`config.mk`:
```
export PLATFORM = sky130hd
export DESIGN_NAME = fetch_pc_gen
export DESIGN_NICKNAME = d
export VERILOG_FILES = /design/src/rtl/fetch_pkg.sv /design/src/rtl/btb_array.sv /design/src/rtl/fetch_pc_gen.sv
export SDC_FILE = /design/constraint.sdc
export NUM_CORES = 2
export LEC_CHECK = 0
export CAP_MARGIN = 20
export CELL_PAD_IN_SITES_DETAIL_PLACEMENT = 1
export CELL_PAD_IN_SITES_GLOBAL_PLACEMENT = 1
export CORE_ASPECT_RATIO = 0.9
export CORE_MARGIN = 2
export CORE_UTILIZATION = 49
export CTS_CLUSTER_DIAMETER = 100
export DETAILED_ROUTE_END_ITERATION = 6
export GPL_TIMING_DRIVEN = 1
export PLACE_DENSITY = 0.86
export SYNTH_ARGS = -nofsm -noshare
export SYNTH_HDL_FRONTEND = slang
export SYNTH_HIERARCHICAL = 1
export SYNTH_SLANG_ARGS = --single-unit
```
`constraint.sdc`:
```
create_clock -name clk -period 3.6 [get_ports clk]
set_input_delay 0.72 -clock clk [delete_from_list [all_inputs] [get_ports clk]]
set_output_delay 0.72 -clock clk [all_outputs]
set_load 0.02 [all_outputs]
```
`src/rtl/fetch_pkg.sv`:
```
// Shared types and helpers for the fetch next-PC generator and its BTB.
package fetch_pkg;

  localparam int unsigned PC_W        = 15;
  localparam int unsigned BTB_IDX_W   = 6;
  localparam int unsigned TAG_W       = PC_W - BTB_IDX_W;
  localparam int unsigned BTB_ENTRIES = 1 << BTB_IDX_W;

  typedef logic [PC_W-1:0] pc_t;

  typedef struct packed {
    logic             valid;
    logic [TAG_W-1:0] tag;
    pc_t              target;
  } btb_entry_t;

  // Direct-mapped BTB index: low PC bits
  function automatic logic [BTB_IDX_W-1:0] pc_idx(input pc_t pc);
    return pc[BTB_IDX_W-1:0];
  endfunction

  // BTB tag: PC bits above the index
  function automatic logic [TAG_W-1:0] pc_tag(input pc_t pc);
    return pc[PC_W-1:BTB_IDX_W];
  endfunction

endpackage

```
`src/rtl/btb_array.sv`:
```
// Direct-mapped BTB storage: registered read port, single write port,
// valid bits cleared in one cycle by rst. A read and write to the same
// index in the same cycle returns the pre-write contents.
module btb_array
  import fetch_pkg::*;
(
  input  logic                 clk,
  input  logic                 rst,
  input  logic                 rd_en,
  input  logic [BTB_IDX_W-1:0] rd_idx,
  output btb_entry_t           rd_entry,
  input  logic                 wr_en,
  input  logic [BTB_IDX_W-1:0] wr_idx,
  input  btb_entry_t           wr_entry
);

  logic [BTB_ENTRIES-1:0] valid_q, valid_d;
  logic [TAG_W-1:0]       tag_mem [BTB_ENTRIES];
  pc_t                    tgt_mem [BTB_ENTRIES];
  btb_entry_t             rd_q, rd_d;

  // Valid-bit update and read capture; reads see the current (old) arrays
  always_comb begin
    valid_d = valid_q;
    rd_d    = rd_q;
    if (wr_en) valid_d[wr_idx] = wr_entry.valid;
    if (rd_en) rd_d = {valid_q[rd_idx], tag_mem[rd_idx], tgt_mem[rd_idx]};
  end

  // Valid bits and read register, cleared by reset
  always_ff @(posedge clk) begin
    if (rst) begin
      valid_q <= '0;
      rd_q    <= '0;
    end else begin
      valid_q <= valid_d;
      rd_q    <= rd_d;
    end
  end

  // Tag/target payload; no reset needed since valid gates every hit
  always_ff @(posedge clk) begin
    if (wr_en) begin
      tag_mem[wr_idx] <= wr_entry.tag;
      tgt_mem[wr_idx] <= wr_entry.target;
    end
  end

  assign rd_entry = rd_q;

endmodule

```
`src/rtl/fetch_pc_gen.sv`:
```
// Fetch-stage next-PC generator with a direct-mapped BTB.
// Optional feature macro: FETCH_PERF_CNT_EN (adds br_count / mispred_count).
module fetch_pc_gen
  import fetch_pkg::*;
#(
  parameter pc_t RESET_PC = '0
) (
  input  logic            clk,
  input  logic            rst,
  input  logic            StallF,
  input  logic            StallD,
  input  logic            predict,
  output logic [PC_W-1:0] PCF,
  output logic [PC_W-1:0] PCD,
  output logic            pred_taken_d,
  output logic [PC_W-1:0] pred_tgt_d,
  input  logic            ex_valid,
  input  logic            ex_taken,
  input  logic [PC_W-1:0] ex_pc,
  input  logic [PC_W-1:0] ex_target,
  input  logic            ex_pred_taken,
  input  logic [PC_W-1:0] ex_pred_tgt,
  output logic            bp_update_en,
  output logic            FlushD,
  output logic            FlushE
`ifdef FETCH_PERF_CNT_EN
  ,
  output logic [31:0]     br_count,
  output logic [31:0]     mispred_count
`endif
);

  pc_t        pcf_q, pcf_d;
  pc_t        pcd_q, pcd_d;
  logic       d_valid_q, d_valid_d;
  btb_entry_t rd_entry;
  btb_entry_t wr_entry;
  logic       btb_hit_d;
  logic       mis_e;
  logic       redirect_d;

  assign wr_entry = '{valid: 1'b1, tag: pc_tag(ex_pc), target: ex_target};

  btb_array u_btb (
    .clk      (clk),
    .rst      (rst),
    .rd_en    (~StallD),
    .rd_idx   (pc_idx(pcf_q)),
    .rd_entry (rd_entry),
    .wr_en    (ex_valid & ex_taken),
    .wr_idx   (pc_idx(ex_pc)),
    .wr_entry (wr_entry)
  );

  // D-stage prediction; a flushed D slot never predicts taken
  assign btb_hit_d    = d_valid_q & rd_entry.valid & (rd_entry.tag == pc_tag(pcd_q));
  assign pred_taken_d = predict & btb_hit_d;
  assign pred_tgt_d   = rd_entry.target;

  // E-stage direction or target mispredict
  assign mis_e = ex_valid & ((ex_taken != ex_pred_taken) |
                             (ex_taken & (ex_pred_tgt != ex_target)));

  assign redirect_d   = pred_taken_d & ~StallD;
  assign FlushE       = ~rst & mis_e;
  assign FlushD       = ~rst & (mis_e | redirect_d);
  assign bp_update_en = ex_valid;

  // Next-PC priority mux and D-stage capture
  always_comb begin
    pcf_d     = pcf_q + PC_W'(1);
    pcd_d     = pcd_q;
    d_valid_d = d_valid_q;
    if (mis_e) begin
      pcf_d = ex_taken ? ex_target : (ex_pc + PC_W'(1));
    end else if (redirect_d) begin
      pcf_d = pred_tgt_d;
    end else if (StallF) begin
      pcf_d = pcf_q;
    end
    if (FlushD) begin
      d_valid_d = 1'b0;
    end else if (!StallD) begin
      pcd_d     = pcf_q;
      d_valid_d = 1'b1;
    end
  end

  // PC registers
  always_ff @(posedge clk) begin
    if (rst) begin
      pcf_q     <= RESET_PC;
      pcd_q     <= '0;
      d_valid_q <= 1'b0;
    end else begin
      pcf_q     <= pcf_d;
      pcd_q     <= pcd_d;
      d_valid_q <= d_valid_d;
    end
  end

  assign PCF = pcf_q;
  assign PCD = pcd_q;

`ifdef FETCH_PERF_CNT_EN
  logic [31:0] br_cnt_q, br_cnt_d;
  logic [31:0] mis_cnt_q, mis_cnt_d;

  // Saturating branch / mispredict counters
  always_comb begin
    br_cnt_d  = br_cnt_q;
    mis_cnt_d = mis_cnt_q;
    if (ex_valid && (br_cnt_q != '1)) br_cnt_d = br_cnt_q + 32'd1;
    if (mis_e && (mis_cnt_q != '1))   mis_cnt_d = mis_cnt_q + 32'd1;
  end

  // Counter registers
  always_ff @(posedge clk) begin
    if (rst) begin
      br_cnt_q  <= '0;
      mis_cnt_q <= '0;
    end else begin
      br_cnt_q  <= br_cnt_d;
      mis_cnt_q <= mis_cnt_d;
    end
  end

  assign br_count      = br_cnt_q;
  assign mispred_count = mis_cnt_q;
`endif

endmodule

```
==> results by group <==
Cells and area
  • Share of layout cells above drive strength 1: 28.4%
  • Non-filler cells, final: 5783
  • P&R area growth vs syn: 15.9%
  • Fin nets: 3982

Power and ir drop
  • PwrDens: 565 nW/um2
  • Worst VDD drop: 520 uV
  • Tot Pwr: 42.6 mW
  • Leak: 23.6 nW

Drt
  • Post-Route WL: 235000 um
  • DRC viols: 11
  • Initial DRC count: 7090
  • Wire length per cell: 40.6 um
  • DRT Pass-1 Iters: 7
  • Drt via density: 7.11
  • Antenna-violating nets left: 0
  • Vias: 41095

Yosys
  • Syn_nets: 3677
  • Seq/Total Area, Yosys: 74.5%
  • Fraction of registers with async set/reset: 0%
  • Yosys warning total: 6
  • Yosys cell types: 57
  • Synth Flop Type: edfxtp_1
  • Mapped cell area: 65100 um2
  • Number of flops mapped to enable cells by yosys: 1536
  • Syn Area/Cell: 18.0 um2
  • Synthesized flop and latch total: 1656
  • Mapped Cells: 3622

CTS
  • H-tree Lvls: 4
  • Hold Buf Count CTS: 0
  • Clock sinks: 1656
  • CTS tree: built
  • Worst skew pair latency: 820 ps
  • Clock transition at path regs: 80 ps
  • Max Root-Sink Buffers: 3
  • Num CTS Buffers: 155
  • CTS root buffer: clkbuf_16

STA
  • Final Critical Period: 3620 ps
  • Actual slew at the worst max-slew pin: 1190 ps
  • Final worst-path cycle share: 101%
  • Slew headroom: 20.3%
  • Setup Skew: 48.3 ps
  • Max Freq: 276 MHz
  • Hold Slack: 314 ps
  • Final Worst Setup Slack: -24.1 ps
  • Pins over their slew limit: 0
  • Fin. Hold Viols: 0
  • Final setup vio count: 3

Floorplanning
  • Initial Util: 49.5%
  • Core area: 131000 um2
  • Die Ht: 350 um
  • Die area: 136000 um2
  • Num rows: 126
  • Die width: 388 um
  • IO Pins: 102

Setup path
  • Critical-path top delay cell: nor3_1
  • Crit end category: register
  • Worst path cell trace: buf_12 > mux4_2 > a22o_1 > nor3_1 > o221ai_1
  • CP arrival: 4250 ps
  • Largest stage delay on the critical path: 950 ps
  • WP data required: 4230 ps
  • Type of the worst setup path: reg -> reg
  • CP startpoint kind: register
  • CP delay by family, top: simple AND/OR/NAND/NOR gates
  • Largest driver fanout on the critical path: 55
  • Worst Path Buf+Inv: 1

Global route
  • Vias in the first global route: 42288
  • First-pass GRT wire length: 328000 um
  • Global route overflow: 0
  • Largest net degree at the start of global routing: 89
  • Initial antenna violation count: 20
  • Global Route Usage Sum: 34.3%

Run status
  • Status: finished, violations left
  • Failing checks: design-rule violations, negative setup slack

Placement
  • PortBufs: 101
  • Post-DP HPWL: 124000 um
  • Worst slack, placed: -463 ps
  • RePlAce Congestion: 0.888
  • Placed insts: 5494

Worst hold path
  • Worst hold path type: in -> reg

Run
  • Max cap viols: 0
## state kept, by name, indices dropped and copies added, names as in the netlist
signal,cells
PCD,15
d_valid_q,1
u_btb/tag_mem,576
u_btb/tgt_mem,960
u_btb/valid_q,64
u_btb/rd_entry,25
PCF,15
## stage by stage
stage	util (%)	cell area, um2	TNS, ps
after floorplan	-	65100	0
after global placement	53.5	70400	-607
after detailed placement	53.5	70400	-1080
after CTS	57.3	75400	0
after global routing	57.4	75400	-6.30
final	57.4	75400	-50.1
## metal layers
metal | up-vias | wire, um | global-route usage (%) | part of all wire, %
li1 | 15233 | - | - | -
met1 | 20925 | 76300 | 40.4 | 32
met2 | 3866 | 110000 | 54.4 | 47
met3 | 1057 | 29500 | 10.2 | 13
met4 | 14 | 19100 | 24.0 | 8.1
met5 | - | 147 | 0 | 0.063
## layout by cell type, fill, tap and decap left out, types with 64 or more instances in the layout
cell type           n
a211oi_1          103
a21oi_1            73
buf_12             78
buf_4             208
clkbuf_16         157
clkdlybuf4s50_1    74
dfxtp_1           116
edfxtp_1         1536
mux2_2            300
mux4_2            200
nand2_1            79
nor2_2             64
nor2b_1           105
nor3_1            106
o21ai_0           168
o22ai_1           100
## report_power, final
| group | switching (mW) | internal (mW) |
|---|---|---|
| logic | 2.71 | 1.40 |
| clock network | 7.96 | 9.23 |
| registers | 0.200 | 21.1 |
## kinds of logic after synthesis
logic type / after synthesis / share of synthesized area (%)
other: 1 / 0.00576
AO/OA/AOI/OAI: 650 / 6.62
buffers and inverters: 249 / 1.75
multiplexers: 523 / 12.5
adder cells (fa/ha/maj): 2 / 0.0384
XOR/XNOR: 48 / 0.646
flip-flops: 1656 / 74.5
AND/OR/NAND/NOR: 493 / 3.94
## path summary, 6_finish.rpt
kind,startpoint,to,slack (ps),cells past startpoint
hold / removal,ex_target[4],u_btb/tgt_mem[42][4]$_DFFE_PP_,310,2
hold reg to reg,u_btb/valid_q[15]$_SDFFE_PP0P_,u_btb/valid_q[15]$_SDFFE_PP0P_,500,2
setup reg to reg,PCF[0]$_SDFFE_PP0P_,u_btb/rd_entry[0]$_SDFFE_PP0P_,-20,5
setup / recovery,PCF[0]$_SDFFE_PP0P_,u_btb/rd_entry[0]$_SDFFE_PP0P_,-20,5
## layout make-up
| type | instances | area [um2] |
|---|---|---|
| multi-input combinational | 1717 | 15700 |
| antenna | 3 | 7.51 |
| timing repair buffer | 387 | 4010 |
| fill | 11524 | 56000 |
| sequential | 1656 | 48500 |
| inverter | 10 | 37.5 |
| clock buffer | 207 | 4180 |
| clock inverter | 75 | 822 |
| tap | 1728 | 2160 |
## synthesized netlist by cell type (50+ instances only)
cell	n	area [um2]
a211oi_1	103	773
a21oi_1	73	365
a22o_1	50	438
a22oi_1	50	375
clkbuf_1	143	537
dfxtp_1	120	2400
edfxtp_1	1536	46100
mux2_2	300	3380
mux4_2	200	4500
nand2_1	79	297
nor2_1	102	383
nor2b_1	106	663
nor3_1	109	546
o21ai_0	168	841
o22ai_1	100	626
o31ai_1	50	375
## timing repair
item	in CTS	in global routing
pin swaps	2	1
buffers inserted	1	0
setup endpoints to repair	2	6
resized for setup	9	7
Power figures use the tool's default switching activity.
